### src/rtl/conf_chain_writer_pkg.sv
// Shared definitions for the configuration-chain writer and the frame-address sequencer:
// state encoding and the phase-timer width helper.
package conf_chain_writer_pkg;

  localparam int unsigned STATE_W = 3;

  typedef enum logic [STATE_W-1:0] {
    S_IDLE  = 3'd0,
    S_WAITW = 3'd1,
    S_SETUP = 3'd2,
    S_PHA   = 3'd3,
    S_GAPA  = 3'd4,
    S_PHB   = 3'd5,
    S_GAPB  = 3'd6,
    S_DONE  = 3'd7
  } cw_state_e;

  // Wide enough to hold the longer of the pulse and gap lengths.
  function automatic int unsigned phase_timer_w(input int unsigned pulse_cyc,
                                                input int unsigned gap_cyc);
    return $clog2(((pulse_cyc > gap_cyc) ? pulse_cyc : gap_cyc) + 1);
  endfunction

endpackage

### src/rtl/conf_chain_writer_phase_timer.sv
// Down-counting phase timer: load a cycle count, expired_o is high on the final cycle.
module conf_phase_timer #(
  parameter int unsigned TMR_W = 1
) (
  input  logic             clk_i,
  input  logic             rst_ni,
  input  logic             load_i,
  input  logic [TMR_W-1:0] load_val_i,
  output logic             expired_o
);

  logic [TMR_W-1:0] cnt_q, cnt_d;

  always_comb begin
    cnt_d = cnt_q;
    if (load_i) begin
      cnt_d = load_val_i - TMR_W'(1);
    end else if (cnt_q != '0) begin
      cnt_d = cnt_q - TMR_W'(1);
    end
  end

  always_ff @(posedge clk_i or negedge rst_ni) begin
    if (!rst_ni) begin
      cnt_q <= '0;
    end else begin
      cnt_q <= cnt_d;
    end
  end

  assign expired_o = (cnt_q == '0);

endmodule

### src/rtl/conf_chain_writer.sv
// Serial config-chain writer with non-overlapping two-phase latch enables.
// Optional readback of the chain tail when CONF_READBACK_EN is defined.
module conf_chain_writer
  import conf_chain_writer_pkg::*;
#(
  parameter int unsigned WORD_W    = 32,
  parameter int unsigned PULSE_CYC = 1,
  parameter int unsigned GAP_CYC   = 1,
  parameter int unsigned CNT_W     = 16
) (
  input  logic              CLK,
  input  logic              RESETn,
  input  logic [WORD_W-1:0] s_data,
  input  logic              s_valid,
  input  logic              s_last,
  output logic              s_ready,
  output logic              conf_data,
  output logic              conf_pha,
  output logic              conf_phb,
  output logic              busy,
  output logic              done,
  output logic [CNT_W-1:0]  bits_sent
`ifdef CONF_READBACK_EN
  ,
  input  logic              conf_ret,
  output logic [WORD_W-1:0] rb_data,
  output logic              rb_valid
`endif
);

  localparam int unsigned TMR_W = phase_timer_w(PULSE_CYC, GAP_CYC);
  localparam int unsigned IDX_W = (WORD_W > 1) ? $clog2(WORD_W) : 1;
  localparam logic [TMR_W-1:0] PULSE_LD = TMR_W'(PULSE_CYC);
  localparam logic [TMR_W-1:0] GAP_LD   = TMR_W'(GAP_CYC);
  localparam logic [IDX_W-1:0] IDX_LAST = IDX_W'(WORD_W - 1);

  cw_state_e         state_q, state_d;
  logic [WORD_W-1:0] shreg_q, shreg_d;
  logic              last_q, last_d;
  logic [IDX_W-1:0]  idx_q, idx_d;
  logic [CNT_W-1:0]  cnt_q, cnt_d;
  logic              pha_q, phb_q, ready_q, busy_q, done_q;
  logic              tmr_load, tmr_exp;
  logic [TMR_W-1:0]  tmr_val;

  conf_phase_timer #(.TMR_W(TMR_W)) u_timer (
    .clk_i      (CLK),
    .rst_ni     (RESETn),
    .load_i     (tmr_load),
    .load_val_i (tmr_val),
    .expired_o  (tmr_exp)
  );

  always_comb begin
    state_d  = state_q;
    shreg_d  = shreg_q;
    last_d   = last_q;
    idx_d    = idx_q;
    cnt_d    = cnt_q;
    tmr_load = 1'b0;
    tmr_val  = PULSE_LD;
    unique case (state_q)
      S_IDLE, S_WAITW: begin
        if (s_valid) begin
          shreg_d = s_data;
          last_d  = s_last;
          idx_d   = IDX_LAST;
          cnt_d   = (state_q == S_IDLE) ? '0 : cnt_q;
          state_d = S_SETUP;
        end
      end
      S_SETUP: begin
        tmr_load = 1'b1;
        tmr_val  = PULSE_LD;
        state_d  = S_PHA;
      end
      S_PHA: begin
        if (tmr_exp) begin
          tmr_load = 1'b1;
          tmr_val  = GAP_LD;
          state_d  = S_GAPA;
        end
      end
      S_GAPA: begin
        if (tmr_exp) begin
          tmr_load = 1'b1;
          tmr_val  = PULSE_LD;
          state_d  = S_PHB;
        end
      end
      S_PHB: begin
        if (tmr_exp) begin
          tmr_load = 1'b1;
          tmr_val  = GAP_LD;
          state_d  = S_GAPB;
        end
      end
      S_GAPB: begin
        if (tmr_exp) begin
          cnt_d   = cnt_q + CNT_W'(1);
          shreg_d = shreg_q << 1;
          if (idx_q != '0) begin
            idx_d   = idx_q - IDX_W'(1);
            state_d = S_SETUP;
          end else begin
            state_d = last_q ? S_DONE : S_WAITW;
          end
        end
      end
      S_DONE:  state_d = S_IDLE;
      default: state_d = S_IDLE;
    endcase
  end

  // Enables are decoded from the next state so they leave a flop cleanly
  // and the async reset clears them without waiting for a clock.
  always_ff @(posedge CLK or negedge RESETn) begin
    if (!RESETn) begin
      state_q <= S_IDLE;
      shreg_q <= '0;
      last_q  <= 1'b0;
      idx_q   <= '0;
      cnt_q   <= '0;
      pha_q   <= 1'b0;
      phb_q   <= 1'b0;
      ready_q <= 1'b1;
      busy_q  <= 1'b0;
      done_q  <= 1'b0;
    end else begin
      state_q <= state_d;
      shreg_q <= shreg_d;
      last_q  <= last_d;
      idx_q   <= idx_d;
      cnt_q   <= cnt_d;
      pha_q   <= (state_d == S_PHA);
      phb_q   <= (state_d == S_PHB);
      ready_q <= (state_d == S_IDLE) || (state_d == S_WAITW);
      busy_q  <= (state_d != S_IDLE);
      done_q  <= (state_d == S_DONE);
    end
  end

  assign conf_data = shreg_q[WORD_W-1];
  assign conf_pha  = pha_q;
  assign conf_phb  = phb_q;
  assign s_ready   = ready_q;
  assign busy      = busy_q;
  assign done      = done_q;
  assign bits_sent = cnt_q;

`ifdef CONF_READBACK_EN
  logic [WORD_W-1:0] rb_sh_q, rb_data_q, rb_word;
  logic              rb_valid_q, bit_end, word_end;

  assign bit_end  = (state_q == S_GAPB) && tmr_exp;
  assign word_end = bit_end && (idx_q == '0);
  assign rb_word  = {rb_sh_q[WORD_W-2:0], conf_ret};

  always_ff @(posedge CLK or negedge RESETn) begin
    if (!RESETn) begin
      rb_sh_q    <= '0;
      rb_data_q  <= '0;
      rb_valid_q <= 1'b0;
    end else begin
      rb_valid_q <= word_end;
      if (bit_end) rb_sh_q <= rb_word;
      if (word_end) rb_data_q <= rb_word;
    end
  end

  assign rb_data  = rb_data_q;
  assign rb_valid = rb_valid_q;
`endif

endmodule

### config.mk
export PLATFORM = sky130hd
export DESIGN_NAME = conf_chain_writer
export DESIGN_NICKNAME = d
export VERILOG_FILES = /design/src/rtl/conf_chain_writer_pkg.sv /design/src/rtl/conf_chain_writer_phase_timer.sv /design/src/rtl/conf_chain_writer.sv
export SDC_FILE = /design/constraint.sdc
export NUM_CORES = 1
export LEC_CHECK = 0
export ABC_AREA = 1
export CORE_MARGIN = 2
export CORE_UTILIZATION = 35
export CTS_CLUSTER_SIZE = 12
export DETAILED_ROUTE_END_ITERATION = 10
export PLACE_DENSITY_LB_ADDON = 0.2
export SLEW_MARGIN = 15
export SYNTH_ARGS = -nofsm -noshare
export SYNTH_HDL_FRONTEND = slang
export SYNTH_SLANG_ARGS = --single-unit
### constraint.sdc
create_clock -name CLK -period 1.3 [get_ports CLK]
set_input_delay 0.26 -clock CLK [delete_from_list [all_inputs] [get_ports CLK]]
set_output_delay 0.26 -clock CLK [all_outputs]
set_load 0.02 [all_outputs]
==> results of run 1 <==
## state kept, by name (all words and copies together) (netlist names), 3 cells and up
register,cells
bits_sent,16
idx_q,5
shreg_q,32
state_q,3
## power breakdown
group	internal, W	leakage [nW]	switching (W)
clock	0.00124	0.120	0.000755
combinational	0.000100	1.33	0.0000572
sequential	0.00193	0.825	0
total	0.00326	2.27	0.000813
## worst reg2reg max path, stage by stage, from the launching register on
cell and delay, ns:
dfrtp_1 0.41, buf_6 0.14, nor2_4 0.13, nand2_4 0.14, nand2_8 0.16, o21ai_4 0.09, buf_4 0.13, nand2_1 0.04
nand2_1 0.05
## synthesized netlist by cell type (4+ instances only)
master	count
nand2_1	70
o21bai_1	4
o22ai_1	31
nor2_1	88
nand4_1	7
clkbuf_1	5
o21ai_0	9
nand3_1	22
xnor2_1	5
dfrtp_1	61
inv_1	24
buf_6	7
## stage by stage
stage	power (W)	std cells	util, %	setup WS (ns)
floorplan	0.00197	359	-	0.0125
global placement	0.00212	547	47.6	-0.131
detailed placement	0.00212	547	47.6	-0.174
CTS	0.00411	569	52.0	-0.0739
global route	0.00421	583	57.0	-0.157
finish	0.00408	583	57.0	-0.0939
## cell type report
class | instances | share of cell area (%)
Timing Repair Buffer | 114 | 22.7
Inverter | 26 | 2.15
Multi-Input combinational cell | 260 | 34.3
Sequential cell | 62 | 33.1
Clock buffer | 13 | 3.59
Clock inverter | 3 | 1.38
Tap cell | 105 | 2.79
## metal layers
layer / track usage, % / vias to the layer above / routed length (um)
li1: - / 1415 / -
met1: 20.6 / 1365 / 3640
met2: 23.8 / 68 / 3860
met3: 3.18 / 10 / 278
met4: 7.15 / 0 / 97
met5: 0 / - / 0
## final timing paths
kind,from,to,slack (ns),cells after the start
setup / recovery,state_q[1],idx_q[4],-0.09,8
hold / removal,RESETn,bits_sent[5],0.47,3
setup reg to reg,state_q[1],idx_q[4],-0.09,8
hold reg to reg,shreg_q[0],shreg_q[0],0.50,2
max in group asynchronous,RESETn,s_ready,0.53,3
min in group CLK,s_data[15],shreg_q[15],0.49,3
## what timing repair did
item / in CTS / in global routing
endpoints found under the hold margin: 61 / 0
gates cloned: 0 / 4
resized for setup: 71 / 90
hold buffers: 1 / 0
pin swaps: 8 / 24
buffers inserted: 5 / 11
endpoints found under the setup margin: 45 / 70
## cell families (layout without fill, tap and decap cells)
logic type               Yosys count  in the layout  share of synthesized area [%]
AND/OR/NAND/NOR                  197            199                           27.6
buffers and inverters             39            156                           6.74
XOR/XNOR                           6              6                           1.75
flip-flops                        62             62                           51.6
adder cells (fa/ha/maj)            3              3                           1.25
multiplexers                       1              1                          0.374
AO/OA/AOI/OAI                     51             51                           10.7
==> reports/qor.csv, run 1 <==
metric,value,unit
core,8260,um2
routed_wl,7880,um
syn_avg_cell_area,8.38,um2
nNetsFinal,512,
die_h,96.7,um
crit_required,1.53,ns
rsz0062_at_grt,yes,
ys_dominant_reg_cell,dfrtp_1,
io_buffer_count,57,
antenna_cells,0,
register_area,1560,um2
multi_input_area,1610,um2
antenna_found_initial,0,
crit_path_start_kind,flop,
clkLatencyLatePin,0.34,ns
grt_overflow,0,
slew_headroom,77.8,%
layout-area-overhead-vs-synth,56.3,%
fillerInstances,696,
h-tree-depth,3,
track_usage,15.3,%
vias,2858,
die_area,9350,um2
criticalPathCategory,flop to flop,
grt_pass1_vias,2621,
max_cap_violations,0,
cts-root-buf,clkbuf_8,
fin_setup_tns,-1.13,ns
synth_top_area_cell,dfrtp_1,
grt_max_degree,63,
drive_gt1_share,33.5,%
first_iter_violations,95,
setup_viol,32,
peakVddDrop,504,uV
cp_slowest_cell,dfrtp_1,
slowest_delay,0.41,ns
drv_slew,0,
leakage,2.27,nW
yosysTopAreaCellShare,50.7,%
synth_cells,359,
final_common_cell,nor2_1,
clock-skew-final,0.00862,ns
yosys_warnings,0,
path_clk_slew,0.07,ns
place_congestion,0.871,
place_hpwl,4850,um
cts_buffers,9,
synth-seq-cells,62,
yosysSeqAreaShare,51.6,%
ant_nets,0,
fin_area,4700,um2
cp_data_arrival_time,1.63,ns
layout_min_cycle_time,1.39,ns
worst_slack,-0.0939,ns
timing.fmax,717,MHz
synthTopCellsByArea,"dfrtp_1 51%, nor2_1 11%, nand2_1 8.7%, o22ai_1 6.4%, nand3_1 3.7%",
wl_per_cell,13.5,um
cp_common_cell,nand2_1,
finalHoldViolations,0,
ys_async_sr_fraction,100,%
end_kind,flop,
power_density,867,nW/um2
ios,58,
firstDrtPassIters,7,
start_util,36.4,%
most-common-layout-cells,"74 x nor2_1, 58 x dfrtp_1, 55 x nand2_1",
status,finished with violations,
cts_tree,done,
cts_num_sinks,62,
clockBufferDepth,2,
grt_first_pass_wirelength,11900,um
synth_area,3010,um2
worst_pin_slew,0.331,ns
synth_edf_count,0,
worstPathMaxFanout,5,
syn_nets,398,
violations,negative setup slack,
fp-row-count,33,
vias_per_cell,4.90,
holdWs,0.469,ns
path_cells,buf_6 > nor2_4 > nand2_4 > nand2_8 > o21ai_4 > buf_4 > nand2_1 > nand2_1,
die_width,96.7,um
place_area,3930,um2
synth_cell_types,30,
critPathBufInv,2,
critPathTopFamily,simple AND/OR/NAND/NOR gates,
drc,0,
fin_crit_sh,107,%
hp-class,input pin to asynchronous set/reset pin,
No activity file was read; power rests on OpenSTA's default activity.
==> run 2, diff against run 1 <==
--- a/config.mk
+++ b/config.mk
@@ -11,6 +11,8 @@
 export CTS_CLUSTER_SIZE = 12
 export DETAILED_ROUTE_END_ITERATION = 10
 export PLACE_DENSITY_LB_ADDON = 0.2
+export REMOVE_ABC_BUFFERS = 1
+export SETUP_SLACK_MARGIN = 0.15
 export SLEW_MARGIN = 15
 export SYNTH_ARGS = -nofsm -noshare
 export SYNTH_HDL_FRONTEND = slang
==> run 2 against run 1 <==
Effect of this change:
- the run still ends with negative setup slack left
- critical path type unchanged
- sequential power about the same
- utilization down 0.92 points
- register-to-register slack better by 0.04 ns
- fmax up 2.7%
- critical path depth unchanged
- clock-buffer cell count down 1
==> reports/qor.csv, run 2 (synthesis results as in run 1) <==
metric,value,unit
clock-skew-final,0.00777,ns
timing.fmax,737,MHz
holdWs,0.456,ns
io_buffer_count,57,
clkLatencyLatePin,0.33,ns
nNetsFinal,509,
grt_first_pass_wirelength,12800,um
place_hpwl,4820,um
violations,negative setup slack,
pre_cts_slack,-0.202,ns
max_cap_violations,0,
grt_pass1_vias,2820,
die_h,96.7,um
fillerInstances,744,
vias_per_cell,4.83,
status,finished with violations,
h-tree-depth,3,
firstDrtPassIters,4,
drive_gt1_share,34.7,%
crit_path_start_kind,flop,
ios,58,
vias,2801,
reg2reg_to,idx_q[4],
leakage,2.26,nW
power_density,855,nW/um2
drc,0,
grt_overflow,0,
die_width,96.7,um
grt_max_degree,63,
hp-class,input pin to asynchronous set/reset pin,
wl_per_cell,12.9,um
place_congestion,0.833,
final_common_cell,nor2_1,
fp-row-count,33,
crit_required,1.52,ns
worst_pin_slew,0.336,ns
regToRegSetupSlack,-0.06,ns
layout-area-overhead-vs-synth,53.8,%
startpoint,state_q[1],
top_register,shreg_q,
fin_util,56.0,%
clockBufferDepth,2,
criticalPathCategory,flop to flop,
peakVddDrop,557,uV
layout_min_cycle_time,1.36,ns
core,8260,um2
drv_slew,0,
fin_crit_sh,104,%
worst_slack,-0.0568,ns
first_iter_violations,113,
reg2reg_depth,8,
rr_startpoint,state_q[1],
largest_register_ffs,32,
cts_buffers,9,
antenna_cells,0,
cts_num_sinks,62,
rsz0062_at_grt,yes,
cp_data_arrival_time,1.57,ns
routed_wl,7460,um
end_kind,flop,
ant_nets,0,
cts_tree,done,
track_usage,16.5,%
fin_total_pwr,0.00396,W
slew_headroom,77.6,%
die_area,9350,um2
register_area,1560,um2
finalHoldViolations,0,
stdcell_count,580,
dp.cells,551,
antenna_found_initial,0,
setup_viol,17,
most-common-layout-cells,"78 x nor2_1, 63 x nand2_1, 58 x dfrtp_1",
path_clk_slew,0.07,ns
multi_input_area,1570,um2
start_util,36.4,%
worstPathMaxFanout,6,
cts-root-buf,clkbuf_8,
## run 2: how the worst max path moves through the flow
| stage | to | cells after the start |
|---|---|---|
| after detailed placement | bits_sent[5] | 6 |
| after floorplan | bits_sent[1] | 5 |
| final | idx_q[4] | 8 |
| after global routing | busy | 10 |
| after CTS | busy | 10 |
| after global placement | bits_sent[5] | 6 |
## run 2: layout make-up
class                      count  share of cell area, %
tap                          105                   2.84
multi-input combinational    258                   34.0
clock buffer                  12                   3.14
sequential                    62                   33.6
clock inverter                 4                   1.51
timing repair buffer         113                   22.8
inverter                      26                   2.11
## run 2: critical path, stage by stage (launching register included)
cell and delay [ns]:
dfrtp_1 0.43, inv_2 0.08, nor2_4 0.12, nand2_4 0.13, nand2_8 0.14, o21ai_4 0.08
buf_4 0.14, nand2_1 0.07, nand2_1 0.05
## run 2: metal layers
layer	GRT usage [%]	vias to the layer above	wire length, um
met5	0	-	0
met4	5.31	0	73
met3	3.18	8	320
met2	27.7	67	3670
met1	21.4	1316	3400
li1	-	1410	-
## run 2: per-stage QoR
step / setup TNS (ns) / area (um2)
final: -0.200 / 4630
after global routing: -3.71 / 4630
after CTS: -0.0636 / 4450
after detailed placement: -9.02 / 3960
after global placement: -7.02 / 3960
after floorplan: -15.54 / 2900
## run 2: what timing repair did
action | 4_1_cts | 5_1_grt
buffers inserted | 9 | 2
hold buffers | 1 | 0
pin swaps | 15 | 12
cloned | 1 | 0
gates resized for setup | 161 | 45
setup endpoints to repair | 82 | 76
hold endpoints to repair | 61 | 0
## run 2: power breakdown
group	internal (W)	switching (W)
logic	0.0000999	0.0000561
clock network	0.00113	0.000745
registers	0.00193	0
total	0.00316	0.000801
